### src/rtl/fifo_multichannel_pkg.sv
// Shared types for the multichannel FIFO bank and its round-robin drain.
// Default widths describe the standard bank configuration.
package fifo_multichannel_pkg;

    localparam int DEF_RAM_WIDTH = 32;
    localparam int DEF_FIFOS_CNT = 5;
    localparam int DEF_BURST_LEN = 16;

    typedef logic [$clog2(DEF_FIFOS_CNT)-1:0] chan_id_t;

    // Field order of a tagged word; the drain packs {data, chan, last} the same way for any width.
    typedef struct packed {
        logic [DEF_RAM_WIDTH-1:0] data;
        chan_id_t                 chan;
        logic                     last;
    } tagged_word_t;

    typedef enum logic [1:0] {
        IDLE  = 2'd0,
        GRANT = 2'd1,
        BURST = 2'd2
    } drain_state_e;

    function automatic int wrap_inc(input int idx, input int n);
        return (idx + 1 >= n) ? 0 : idx + 1;
    endfunction

endpackage

### src/rtl/stream_skid_buffer.sv
// Two-entry output buffer with registered valid/ready; entry 0 is always the oldest word.
module stream_skid_buffer #(
    parameter int WIDTH = 8
) (
    input  logic             clk,
    input  logic             rst_n,
    input  logic             in_valid,
    output logic             in_ready,
    input  logic [WIDTH-1:0] in_data,
    output logic             out_valid,
    input  logic             out_ready,
    output logic [WIDTH-1:0] out_data,
    output logic [1:0]       occ
);

    logic [WIDTH-1:0] ent0_q;
    logic [WIDTH-1:0] ent1_q;
    logic [1:0]       occ_q;
    logic             push;
    logic             pop;

    assign in_ready  = (occ_q != 2'd2);
    assign out_valid = (occ_q != 2'd0);
    assign out_data  = ent0_q;
    assign occ       = occ_q;
    assign push      = in_valid & in_ready;
    assign pop       = out_valid & out_ready;

    // NOTE: <= makes every register sample pre-edge values, which the ent0 <= ent1 shift depends on.
    always_ff @(posedge clk) begin
        if (!rst_n) begin
            // NOTE: the two entries are reset as well as occ so the visible data word reads 0 out of reset.
            ent0_q <= '0;
            ent1_q <= '0;
            occ_q  <= 2'd0;
        end else begin
            unique case ({push, pop})
                2'b10: begin
                    if (occ_q == 2'd0) ent0_q <= in_data;
                    else               ent1_q <= in_data;
                    occ_q <= occ_q + 2'd1;
                end
                2'b01: begin
                    ent0_q <= ent1_q;
                    occ_q  <= occ_q - 2'd1;
                end
                2'b11: begin
                    if (occ_q == 2'd1) begin
                        ent0_q <= in_data;
                    end else begin
                        ent0_q <= ent1_q;
                        ent1_q <= in_data;
                    end
                end
                default: ;
            endcase
        end
    end

endmodule

### src/rtl/fifo_channel_drain_rr.sv
// Round-robin drain of the multichannel FIFO bank into one tagged stream (data, channel, last).
// Bursts of up to BURST_LEN reads per grant, credit-limited so the 2-entry skid never overflows.
module fifo_channel_drain_rr
    import fifo_multichannel_pkg::*;
#(
    parameter int RAM_WIDTH = DEF_RAM_WIDTH,
    parameter int FIFOS_CNT = DEF_FIFOS_CNT,
    parameter int BURST_LEN = DEF_BURST_LEN
) (
    input  logic                           clk,
    input  logic                           rst_n,
    input  logic [FIFOS_CNT-1:0]           i_empty_channels,
    output logic [FIFOS_CNT-1:0]           o_rd_en_channels,
    input  logic [FIFOS_CNT-1:0]           i_rd_valid_channels,
    input  logic [FIFOS_CNT*RAM_WIDTH-1:0] i_rd_data_channels,
    output logic                           o_valid,
    input  logic                           i_ready,
    output logic [RAM_WIDTH-1:0]           o_data,
    output logic [$clog2(FIFOS_CNT)-1:0]   o_channel,
    output logic                           o_last,
    output logic                           o_busy
);

    localparam int CHAN_W = $clog2(FIFOS_CNT);
    localparam int BEAT_W = $clog2(BURST_LEN + 1);
    localparam int TAG_W  = RAM_WIDTH + CHAN_W + 1;

    drain_state_e      state_q, state_d;
    logic [CHAN_W-1:0] rr_ptr_q, gnt_id_q, pick_id, inflight_chan_q;
    logic [BEAT_W-1:0] beat_cnt_q;
    logic              pick_found, inflight_q, inflight_last_q;
    logic              pop, push, issue, credit_ok, gnt_empty, beat_final, skid_in_ready;
    logic [1:0]        skid_occ;
    logic [2:0]        credit_used;
    logic [TAG_W-1:0]  push_word, out_word;
    logic [RAM_WIDTH-1:0] rd_data_arr [FIFOS_CNT];

    for (genvar c = 0; c < FIFOS_CNT; c++) begin : g_unpack
        assign rd_data_arr[c] = i_rd_data_channels[c*RAM_WIDTH +: RAM_WIDTH];
    end

    // First non-empty channel at or after rr_ptr, wrapping modulo FIFOS_CNT.
    always_comb begin
        int idx;
        // NOTE: every combinational output gets a default first so no path can infer a latch.
        pick_found = 1'b0;
        pick_id    = '0;
        idx        = 0;
        for (int k = 0; k < FIFOS_CNT; k++) begin
            idx = int'(rr_ptr_q) + k;
            if (idx >= FIFOS_CNT) idx = idx - FIFOS_CNT;
            if (!pick_found && !i_empty_channels[CHAN_W'(idx)]) begin
                pick_found = 1'b1;
                pick_id    = CHAN_W'(idx);
            end
        end
    end

    // Words already committed (buffered or returning) minus the one leaving this cycle.
    assign pop         = o_valid & i_ready;
    assign credit_used = {1'b0, skid_occ} + {2'b00, inflight_q} - {2'b00, pop};
    assign credit_ok   = (credit_used < 3'd2);
    assign gnt_empty   = i_empty_channels[gnt_id_q];
    assign issue       = (state_q == BURST) && !gnt_empty && credit_ok;
    assign beat_final  = (beat_cnt_q == BEAT_W'(BURST_LEN - 1));

    assign o_rd_en_channels = issue ? (FIFOS_CNT'(1) << gnt_id_q) : '0;

    always_comb begin
        state_d = state_q;
        unique case (state_q)
            IDLE:    if (pick_found) state_d = GRANT;
            GRANT:   state_d = BURST;
            BURST:   if ((issue && beat_final) || (!issue && gnt_empty)) state_d = IDLE;
            default: state_d = IDLE;
        endcase
    end

    always_ff @(posedge clk) begin
        if (!rst_n) begin
            state_q         <= IDLE;
            rr_ptr_q        <= '0;
            gnt_id_q        <= '0;
            beat_cnt_q      <= '0;
            inflight_q      <= 1'b0;
            inflight_chan_q <= '0;
            inflight_last_q <= 1'b0;
        end else begin
            state_q <= state_d;
            if (state_q == IDLE && pick_found) gnt_id_q <= pick_id;
            if (state_q == GRANT) begin
                beat_cnt_q <= '0;
                rr_ptr_q   <= CHAN_W'(wrap_inc(int'(gnt_id_q), FIFOS_CNT));
            end else if (issue) begin
                beat_cnt_q <= beat_cnt_q + BEAT_W'(1);
            end
            inflight_q <= issue;
            if (issue) begin
                inflight_chan_q <= gnt_id_q;
                inflight_last_q <= beat_final;
            end
        end
    end

    // The empty flag seen when the data returns already reflects this read, so it marks the final word.
    assign push      = inflight_q && i_rd_valid_channels[inflight_chan_q];
    assign push_word = {rd_data_arr[inflight_chan_q], inflight_chan_q,
                        inflight_last_q | i_empty_channels[inflight_chan_q]};

    stream_skid_buffer #(
        .WIDTH (TAG_W)
    ) u_skid (
        .clk       (clk),
        .rst_n     (rst_n),
        .in_valid  (push),
        .in_ready  (skid_in_ready),
        .in_data   (push_word),
        .out_valid (o_valid),
        .out_ready (i_ready),
        .out_data  (out_word),
        .occ       (skid_occ)
    );

    assign {o_data, o_channel, o_last} = out_word;
    assign o_busy = (state_q != IDLE) | inflight_q | (skid_occ != 2'd0);

    a_skid_no_overflow: assert property (@(posedge clk) disable iff (!rst_n) push |-> skid_in_ready);

endmodule

### config.mk
export PLATFORM = sky130hd
export DESIGN_NAME = fifo_channel_drain_rr
export DESIGN_NICKNAME = d
export VERILOG_FILES = /design/src/rtl/fifo_multichannel_pkg.sv /design/src/rtl/stream_skid_buffer.sv /design/src/rtl/fifo_channel_drain_rr.sv
export SDC_FILE = /design/constraint.sdc
export NUM_CORES = 1
export LEC_CHECK = 0
export CORE_MARGIN = 2
export CORE_UTILIZATION = 40
export CTS_CLUSTER_SIZE = 28
export DETAILED_ROUTE_END_ITERATION = 10
export GPL_TIMING_DRIVEN = 0
export MAX_ROUTING_LAYER = met4
export PLACE_DENSITY = 0.75
export SETUP_SLACK_MARGIN = 0.05
export SLEW_MARGIN = 40
export SYNTH_ARGS = -nofsm -noshare
export SYNTH_HDL_FRONTEND = slang
export SYNTH_SLANG_ARGS = --single-unit
export TNS_END_PERCENT = 100
### constraint.sdc
create_clock -name clk -period 2.97 [get_ports clk]
set_input_delay 0.594 -clock clk [delete_from_list [all_inputs] [get_ports clk]]
set_output_delay 0.594 -clock clk [all_outputs]
set_load 0.03 [all_outputs]
==> impl_table.tex, run 1 <==
\begin{tabular}{lr}
\hline
Metric & Value \\
\hline
\multicolumn{2}{l}{\textbf{Outcome}} \\
Outcome & finished with violations \\
Violations in the final reports & setup timing \\
\multicolumn{2}{l}{\textbf{Global routing}} \\
Number of global-route vias before repair & 6467 \\
Total track usage & 26.6\% \\
Antenna violations before repair & 0 \\
GRT Residual Overflow & 0 \\
Maximum number of pins on one net before global-route repair & 17 \\
First-pass GRT wire length & 33.8 mm \\
\multicolumn{2}{l}{\textbf{Final layout}} \\
Filler Cell Count & $\sim$1300 \\
Fraction of final layout cells sized beyond drive strength 1 & about 15\% \\
Reg area & between 0.0015 and 0.002 mm\^{}2 \\
Area taken by multi-input logic gates & about 0.0043 mm\^{}2 \\
Final nets & $\sim$1200 \\
Number of antenna cells inserted & 0 \\
Layout Area Growth over Synthesis & 54.7\% \\
Most frequent cells in the layout & sky130\_fd\_sc\_hd\_\_clkdlybuf4s50\_1, sky130\_fd\_sc\_hd\_\_nor2\_1, sky130\_fd\_sc\_hd\_\_dfxtp\_1 \\
Most common cell after layout, fill and taps aside & sky130\_fd\_sc\_hd\_\_clkdlybuf4s50\_1 \\
Final core occ & between 60\% and 70\% \\
\multicolumn{2}{l}{\textbf{Power and ir drop}} \\
Net Switching & between 0.002 and 0.003 W \\
Combinational group share of total power & 57.7\% \\
Lkg Pwr & between 3 and 4 nW \\
Internal Pwr Total & 0.00430 W \\
Maximum resistive drop on vdd & 0.374 mV \\
Net switching fraction of the power & 41.0\% \\
Power Density & around 760 mW/mm\^{}2 \\
Pwr Total & $\sim$0.0073 W \\
Clock share of power & between 10\% and 20\% \\
Relative contribution of sequential cells to total power & around a quarter \\
\multicolumn{2}{l}{\textbf{Setup path}} \\
Data arrival, critical path & roughly 2.5 ns \\
Largest stage delay on the critical path & between 0.4 and 0.5 ns \\
Slowest cell on crit path & sky130\_fd\_sc\_hd\_\_fa\_2 \\
Critical path startpoint & u\_skid.occ[1] \\
Crit-path leading delay family & adder cells \\
Capturing element type of the critical path & output port \\
Endpoint of the worst register-to-register path & gnt\_id\_q[2] \\
Reg-to-Reg Start & rr\_ptr\_q[0] \\
Startpoint type of the worst setup path & flop \\
Largest driver fanout on the critical path & 6 \\
Critical path buffer and inverter count & 5 \\
Critical path depth in cells & 12 \\
Worst setup path end & o\_rd\_en\_channels[4] \\
Type of the worst setup path & reg2out \\
Most used cell, CP & sky130\_fd\_sc\_hd\_\_inv\_6 \\
R2R Setup Slk & -0.07 ns \\
Critical-path cell list & inv\_6, ha\_4, inv\_6, nand2\_8, inv\_6, ha\_4, nor2b\_4, fa\_2, nor3\_4, buf\_6, and3\_4, buf\_6 \\
Reg2reg path depth & 11 \\
Req. time, crit path & around 2.4 ns \\
\multicolumn{2}{l}{\textbf{Clocking}} \\
Buffers from clock root to sink, at most & 2 \\
Root buffer selected by CTS & sky130\_fd\_sc\_hd\_\_clkbuf\_16 \\
Sink Count & approximately 90 \\
\# H-tree levels & 3 \\
TritonCTS clock tree & yes \\
Clock Latency Late Sink & 0.34 ns \\
Number of buffers created by CTS & 9 \\
Hold-fix buffers, CTS & 0 \\
Clock edge transition at the registers on the reported setup and hold paths & approximately 0.07 ns \\
\multicolumn{2}{l}{\textbf{Run}} \\
Maximum Capacitance Violations & 0 \\
\multicolumn{2}{l}{\textbf{Synth}} \\
Synthesized area per cell & a little over 8 um\^{}2 \\
Predominant post-synthesis flop cell & sky130\_fd\_sc\_hd\_\_dfxtp\_1 \\
Post-synthesis register bit count & between 90 and 100 \\
Syn. warnings & 0 \\
Portion of the post-synthesis area used by sequential elements & between 20\% and 30\% \\
Fraction of registers with async set/reset & 0\% \\
Mapped Cells & 755 \\
Syn\_nets & 952 \\
Number of enable-type register cells in the synthesized netlist & 0 \\
Distinct cells, synth & 72 \\
Netlist area before placement & around 0.0062 mm\^{}2 \\
\multicolumn{2}{l}{\textbf{STA}} \\
Total count of hold-check failures in the final report & 0 \\
Final Max Tran Viols & 0 \\
Unrepaired setup endpoints after global routing & true \\
Slew @ Worst Pin & between 0.8 and 0.9 ns \\
Portion of the clock cycle consumed by the worst path in the final layout & 105\% \\
Clk\_skew & $\sim$0.0076 ns \\
Achievable frequency & roughly 320 MHz \\
Post-layout worst setup margin & -0.153 ns \\
Final worst hold slack & 0.473 ns \\
\# setup viols final & 8 \\
Shortest clock period the worst path allows after layout & approximately 3.1 ns \\
Slew Limit Headroom & around 46\% \\
Summed negative setup slack over all endpoints & -0.842 ns \\
\multicolumn{2}{l}{\textbf{Drt}} \\
Avg WL per Cell & approximately 18 um \\
Via count & 6745 \\
First-iteration detailed-routing DRC count & 391 \\
Iteration count of the initial detailed-routing pass & 5 \\
Number of nets still failing antenna checks after routing & 0 \\
Routed vias/inst & 5.62 \\
Residual DRC & 0 \\
Final wirelength & $\sim$22 mm \\
\multicolumn{2}{l}{\textbf{Placed design}} \\
Final weighted congestion in routability-driven placement & roughly 0.85 \\
IO Port Bufs & $\sim$210 \\
Worst slack at placement & -1.18 ns \\
Half-perimeter wire length after detailed placement & approximately 16 mm \\
\multicolumn{2}{l}{\textbf{Hold path}} \\
Hold/Removal Path Class & reg2reg \\
\multicolumn{2}{l}{\textbf{Floorplanning}} \\
Number of placement rows & 45 \\
Die footprint & 0.0165 mm\^{}2 \\
Horiz. Die Dim & 128 um \\
Overall die height & roughly 130 um \\
Ports placed on the boundary & approximately 220 \\
Initial cell density of the core & between 40\% and 50\% \\
Placeable core region & approximately 0.015 mm\^{}2 \\
\hline
\end{tabular}
==> logic make-up (layout without fill, tap and decap cells) <==
| logic type | after synthesis | after routing | share of synthesized area [%] |
|---|---|---|---|
| mux | 95 | 95 | 16.7 |
| fa+ha+maj | 24 | 24 | 5.10 |
| simple gates | 255 | 255 | 20.0 |
| compound gates | 194 | 194 | 21.4 |
| flops | 92 | 92 | 29.8 |
| xor+xnor | 11 | 11 | 1.56 |
| buf+inv | 84 | 342 | 5.46 |
==> per-stage QoR <==
step / instance area [um^2] / cells
2_1_floorplan: 6300 / 755
3_3_place_gp: 8660 / 1156
3_5_place_dp: 8660 / 1156
4_1_cts: 9420 / 1194
5_1_grt: 9570 / 1201
6_report: 9570 / 1201
==> layer usage <==
layer / vias up / part of all wire (%) / track usage (%)
met4: 0 / 2.2 / 7.24
met5: - / 0 / -
met3: 42 / 5.6 / 3.95
met2: 252 / 49 / 44.2
li1: 3264 / - / -
met1: 3187 / 43 / 33.8
==> sequential cells by signal (all words and copies together), names as in the netlist <==
| register | flops |
|---|---|
| rr_ptr_q | 3 |
| beat_cnt_q | 5 |
| inflight_chan_q | 3 |
| u_skid.occ | 2 |
| gnt_id_q | 3 |
| state_q | 2 |
| u_skid.out_data | 36 |
| u_skid.ent1_q | 36 |
| inflight_last_q | 1 |
| inflight_q | 1 |
==> synth_stat cells, types with 21 or more instances <==
cell type / instances / share of area (%)
sky130_fd_sc_hd__a21oi_1: 71 / 5.7
sky130_fd_sc_hd__dfxtp_1: 92 / 30
sky130_fd_sc_hd__nor3_1: 41 / 3.3
sky130_fd_sc_hd__mux2i_1: 85 / 14
sky130_fd_sc_hd__clkbuf_1: 33 / 2.0
sky130_fd_sc_hd__ha_1: 22 / 4.4
sky130_fd_sc_hd__a221oi_1: 37 / 5.2
sky130_fd_sc_hd__nand2_1: 45 / 2.7
sky130_fd_sc_hd__nand2b_1: 37 / 3.7
sky130_fd_sc_hd__o22ai_1: 34 / 3.4
sky130_fd_sc_hd__inv_1: 21 / 1.3
sky130_fd_sc_hd__nor2_1: 94 / 5.7
==> area by class of cell <==
class	instances	share of cell area, %
Multi-Input combinational cell	579	45.0
Timing Repair Buffer	243	24.7
Sequential cell	92	19.4
Buffer	61	3.58
Clock buffer	10	2.50
Tap cell	188	2.46
Clock inverter	6	1.24
Inverter	22	1.12
==> how the worst min path moves through the flow <==
stage                 startpoint                end  slack, ns  depth (start not counted)
2_1_floorplan  u_skid.ent1_q[23]  u_skid.ent1_q[23]       0.45                          2
3_3_place_gp   u_skid.ent1_q[13]  u_skid.ent1_q[13]       0.46                          2
3_5_place_dp   u_skid.ent1_q[15]  u_skid.ent1_q[15]       0.46                          2
4_1_cts         u_skid.ent1_q[6]   u_skid.ent1_q[6]       0.47                          2
5_1_grt        u_skid.ent1_q[28]  u_skid.ent1_q[28]       0.49                          2
6_report        u_skid.ent1_q[6]   u_skid.ent1_q[6]       0.47                          2
==> worst reg2reg max path, cell delays in order (launching register included) <==
cell                         delay, ns
sky130_fd_sc_hd__dfxtp_4          0.36
sky130_fd_sc_hd__buf_8            0.10
sky130_fd_sc_hd__clkinvlp_4       0.14
sky130_fd_sc_hd__ha_4             0.28
sky130_fd_sc_hd__buf_8            0.14
sky130_fd_sc_hd__mux2i_1          0.14
sky130_fd_sc_hd__mux4_2           0.52
sky130_fd_sc_hd__mux2i_4          0.22
sky130_fd_sc_hd__o31ai_4          0.14
sky130_fd_sc_hd__nand2b_4         0.16
sky130_fd_sc_hd__o41a_1           0.46
sky130_fd_sc_hd__o221a_1          0.26
==> power by group through the flow <==
stage | Combinational (W) | Clock (W) | Sequential [W]
CTS | 0.00399 | 0.00137 | 0.00172
detailed placement | 0.00359 | 0 | 0.00174
floorplan | 0.00201 | 0 | 0.00210
global placement | 0.00354 | 0 | 0.00174
finish | 0.00421 | 0.00136 | 0.00172
global route | 0.00451 | 0.00143 | 0.00175
==> what timing repair did <==
action,in CTS,in global routing
setup buffers,23,8
setup endpoints to repair,81,79
pin swaps,8,7
resized for setup,101,24
No activity file was read; power rests on OpenSTA's default activity.
==> run 2, diff against run 1 <==
--- a/config.mk
+++ b/config.mk
@@ -5,7 +5,7 @@
 export SDC_FILE = /design/constraint.sdc
 export NUM_CORES = 1
 export LEC_CHECK = 0
-export CORE_MARGIN = 2
+export CORE_MARGIN = 8
 export CORE_UTILIZATION = 40
 export CTS_CLUSTER_SIZE = 28
 export DETAILED_ROUTE_END_ITERATION = 10
==> impl_table.tex, run 2 (same netlist as run 1, synthesis figures left out) <==
\begin{tabular}{lr}
\hline
Metric & Value \\
\hline
\multicolumn{2}{l}{\textbf{Final layout}} \\
Reg area & 0.00186 mm\^{}2 \\
Most common cell after layout, fill and taps aside & sky130\_fd\_sc\_hd\_\_clkdlybuf4s50\_1 \\
Most frequent cells in the layout & sky130\_fd\_sc\_hd\_\_clkdlybuf4s50\_1, sky130\_fd\_sc\_hd\_\_nor2\_1, sky130\_fd\_sc\_hd\_\_dfxtp\_1 \\
Fraction of final layout cells sized beyond drive strength 1 & around 16\% \\
Final cell count without fillers & 1201 \\
Filler Cell Count & between 1000 and 1500 \\
Final core occ & 63.3\% \\
Layout Area Growth over Synthesis & 55.0\% \\
Final nets & approximately 1200 \\
Number of antenna cells inserted & 0 \\
Area taken by multi-input logic gates & between 0.004 and 0.005 mm\^{}2 \\
\multicolumn{2}{l}{\textbf{STA}} \\
\# setup viols final & 7 \\
Final Max Tran Viols & 0 \\
Achievable frequency & $\sim$320 MHz \\
Unrepaired setup endpoints after global routing & true \\
Final worst hold slack & around 0.47 ns \\
Total count of hold-check failures in the final report & 0 \\
Post-layout worst setup margin & -0.163 ns \\
Slew Limit Headroom & 48.9\% \\
Clk\_skew & 0.00808 ns \\
Shortest clock period the worst path allows after layout & 3.13 ns \\
Slew @ Worst Pin & around 0.77 ns \\
Portion of the clock cycle consumed by the worst path in the final layout & 105\% \\
\multicolumn{2}{l}{\textbf{Global routing}} \\
Met3 usage & under 10\% \\
Number of global-route vias before repair & $\sim$6700 \\
Met2 capacity usage during global routing & between 30\% and 40\% \\
Antenna violations before repair & 0 \\
GRT Residual Overflow & 0 \\
Total track usage & approximately 22\% \\
First-pass GRT wire length & 34.6 mm \\
Global routing met1 resource utilization & 26.7\% \\
Most used routing layer in global routing & met2 \\
Maximum number of pins on one net before global-route repair & 17 \\
\multicolumn{2}{l}{\textbf{Setup path}} \\
Data arrival, critical path & $\sim$2.5 ns \\
Capturing element type of the critical path & output port \\
Type of the worst setup path & reg2out \\
Largest driver fanout on the critical path & 6 \\
Startpoint type of the worst setup path & flop \\
Req. time, crit path & approximately 2.4 ns \\
\multicolumn{2}{l}{\textbf{Placed design}} \\
Final weighted congestion in routability-driven placement & 0.889 \\
Half-perimeter wire length after detailed placement & approximately 17 mm \\
Total placed cells including tap cells & 1156 \\
IO Port Bufs & about 210 \\
\multicolumn{2}{l}{\textbf{Drt}} \\
Residual DRC & 0 \\
Number of nets still failing antenna checks after routing & 0 \\
Via count & roughly 6800 \\
Iteration count of the initial detailed-routing pass & 5 \\
Routed vias/inst & around 5.6 \\
Avg WL per Cell & about 19 um \\
Final wirelength & 22.8 mm \\
First-iteration detailed-routing DRC count & 420 \\
\multicolumn{2}{l}{\textbf{Floorplanning}} \\
Die footprint & slightly below 0.02 mm\^{}2 \\
Initial cell density of the core & 40.8\% \\
Overall die height & around 140 um \\
Number of placement rows & 45 \\
Ports placed on the boundary & 216 \\
Placeable core region & 0.0151 mm\^{}2 \\
Horiz. Die Dim & 140 um \\
\multicolumn{2}{l}{\textbf{Outcome}} \\
Violations in the final reports & setup timing \\
Outcome & finished with violations \\
\multicolumn{2}{l}{\textbf{Clocking}} \\
Clock edge transition at the registers on the reported setup and hold paths & 0.07 ns \\
TritonCTS clock tree & yes \\
Hold-fix buffers, CTS & 0 \\
Sink Count & 92 \\
Number of buffers created by CTS & 9 \\
Clock Latency Late Sink & roughly 0.35 ns \\
Root buffer selected by CTS & sky130\_fd\_sc\_hd\_\_clkbuf\_16 \\
Buffers from clock root to sink, at most & 2 \\
\# H-tree levels & 3 \\
\multicolumn{2}{l}{\textbf{Run}} \\
Maximum Capacitance Violations & 0 \\
\multicolumn{2}{l}{\textbf{Power and ir drop}} \\
Power Density & 738 mW/mm\^{}2 \\
Maximum resistive drop on vdd & about 0.38 mV \\
Lkg Pwr & approximately 3.3 nW \\
\multicolumn{2}{l}{\textbf{Hold path}} \\
Hold/Removal Path Class & reg2reg \\
\hline
\end{tabular}
## run 2: changes by cell type in the layout (fill, tap and decap cells not counted), sizes merged
cell	change
clkinvlp	+2
clkinv	+1
bufinv	-3
clkbuf	-7
buf	+7
## run 2: worst paths after layout
| path | end | depth (start not counted) | slack, ns | startpoint |
|---|---|---|---|---|
| setup / recovery | o_rd_en_channels[4] | 12 | -0.16 | u_skid.occ[1] |
| hold / removal | u_skid.ent1_q[7] | 2 | 0.47 | u_skid.ent1_q[7] |
| setup reg to reg | gnt_id_q[2] | 12 | -0.03 | rr_ptr_q[0] |
| hold reg to reg | u_skid.ent1_q[7] | 2 | 0.47 | u_skid.ent1_q[7] |
## run 2: worst max-delay path, stage by stage, from the launching register on
cell and delay (ns):
sky130_fd_sc_hd__dfxtp_4 0.35, sky130_fd_sc_hd__inv_4 0.06, sky130_fd_sc_hd__ha_4 0.16, sky130_fd_sc_hd__inv_6 0.04
sky130_fd_sc_hd__nand2_4 0.08, sky130_fd_sc_hd__inv_6 0.04, sky130_fd_sc_hd__ha_4 0.26, sky130_fd_sc_hd__nor2b_4 0.04
sky130_fd_sc_hd__fa_2 0.49, sky130_fd_sc_hd__nor3_4 0.22, sky130_fd_sc_hd__buf_6 0.15, sky130_fd_sc_hd__and3_4 0.18
sky130_fd_sc_hd__buf_6 0.12
## run 2: repair_timing
item                                    CTS  global route
endpoints found under the setup margin   81            79
gates resized for setup                  86            75
pin swaps                                13            12
buffers inserted                         19            11
## run 2: where the power goes
group,total (W),switching (W),internal (W)
sequential,0.00171,0.000196,0.00152
clock,0.00113,0.000529,0.000597
combinational,0.00423,0.00231,0.00192
total,0.00707,0.00303,0.00404
## run 2: layout make-up
class,count,area share (%)
clock inverter,6,0.483
clock buffer,10,2.49
multi-input combinational,579,45.7
tap,188,2.45
sequential,92,19.4
timing repair buffer,243,24.6
buffer,61,3.77
inverter,22,1.10
## run 2: through the flow
step	cell area [um^2]	worst slack [ns]	power [W]	setup TNS (ns)
2_1_floorplan	6300	0.0315	0.00410	0
3_3_place_gp	8660	-1.15	0.00530	-63.52
3_5_place_dp	8660	-1.18	0.00534	-63.39
4_1_cts	9240	-0.165	0.00677	-0.809
5_1_grt	9590	-0.232	0.00746	-1.44
6_report	9590	-0.163	0.00707	-0.821
## run 2: routing by layer
metal | vias up | part of all wire, %
met2 | 220 | 50
met5 | - | 0
met3 | 29 | 5.0
met1 | 3249 | 43
met4 | 0 | 1.9
li1 | 3271 | -
==> run 3, diff against run 2 <==
--- a/config.mk
+++ b/config.mk
@@ -5,6 +5,7 @@
 export SDC_FILE = /design/constraint.sdc
 export NUM_CORES = 1
 export LEC_CHECK = 0
+export CAP_MARGIN = 10
 export CORE_MARGIN = 8
 export CORE_UTILIZATION = 40
 export CTS_CLUSTER_SIZE = 28
==> results of run 3 <==
Final layout, timing and power as in run 2 (identical DEF).
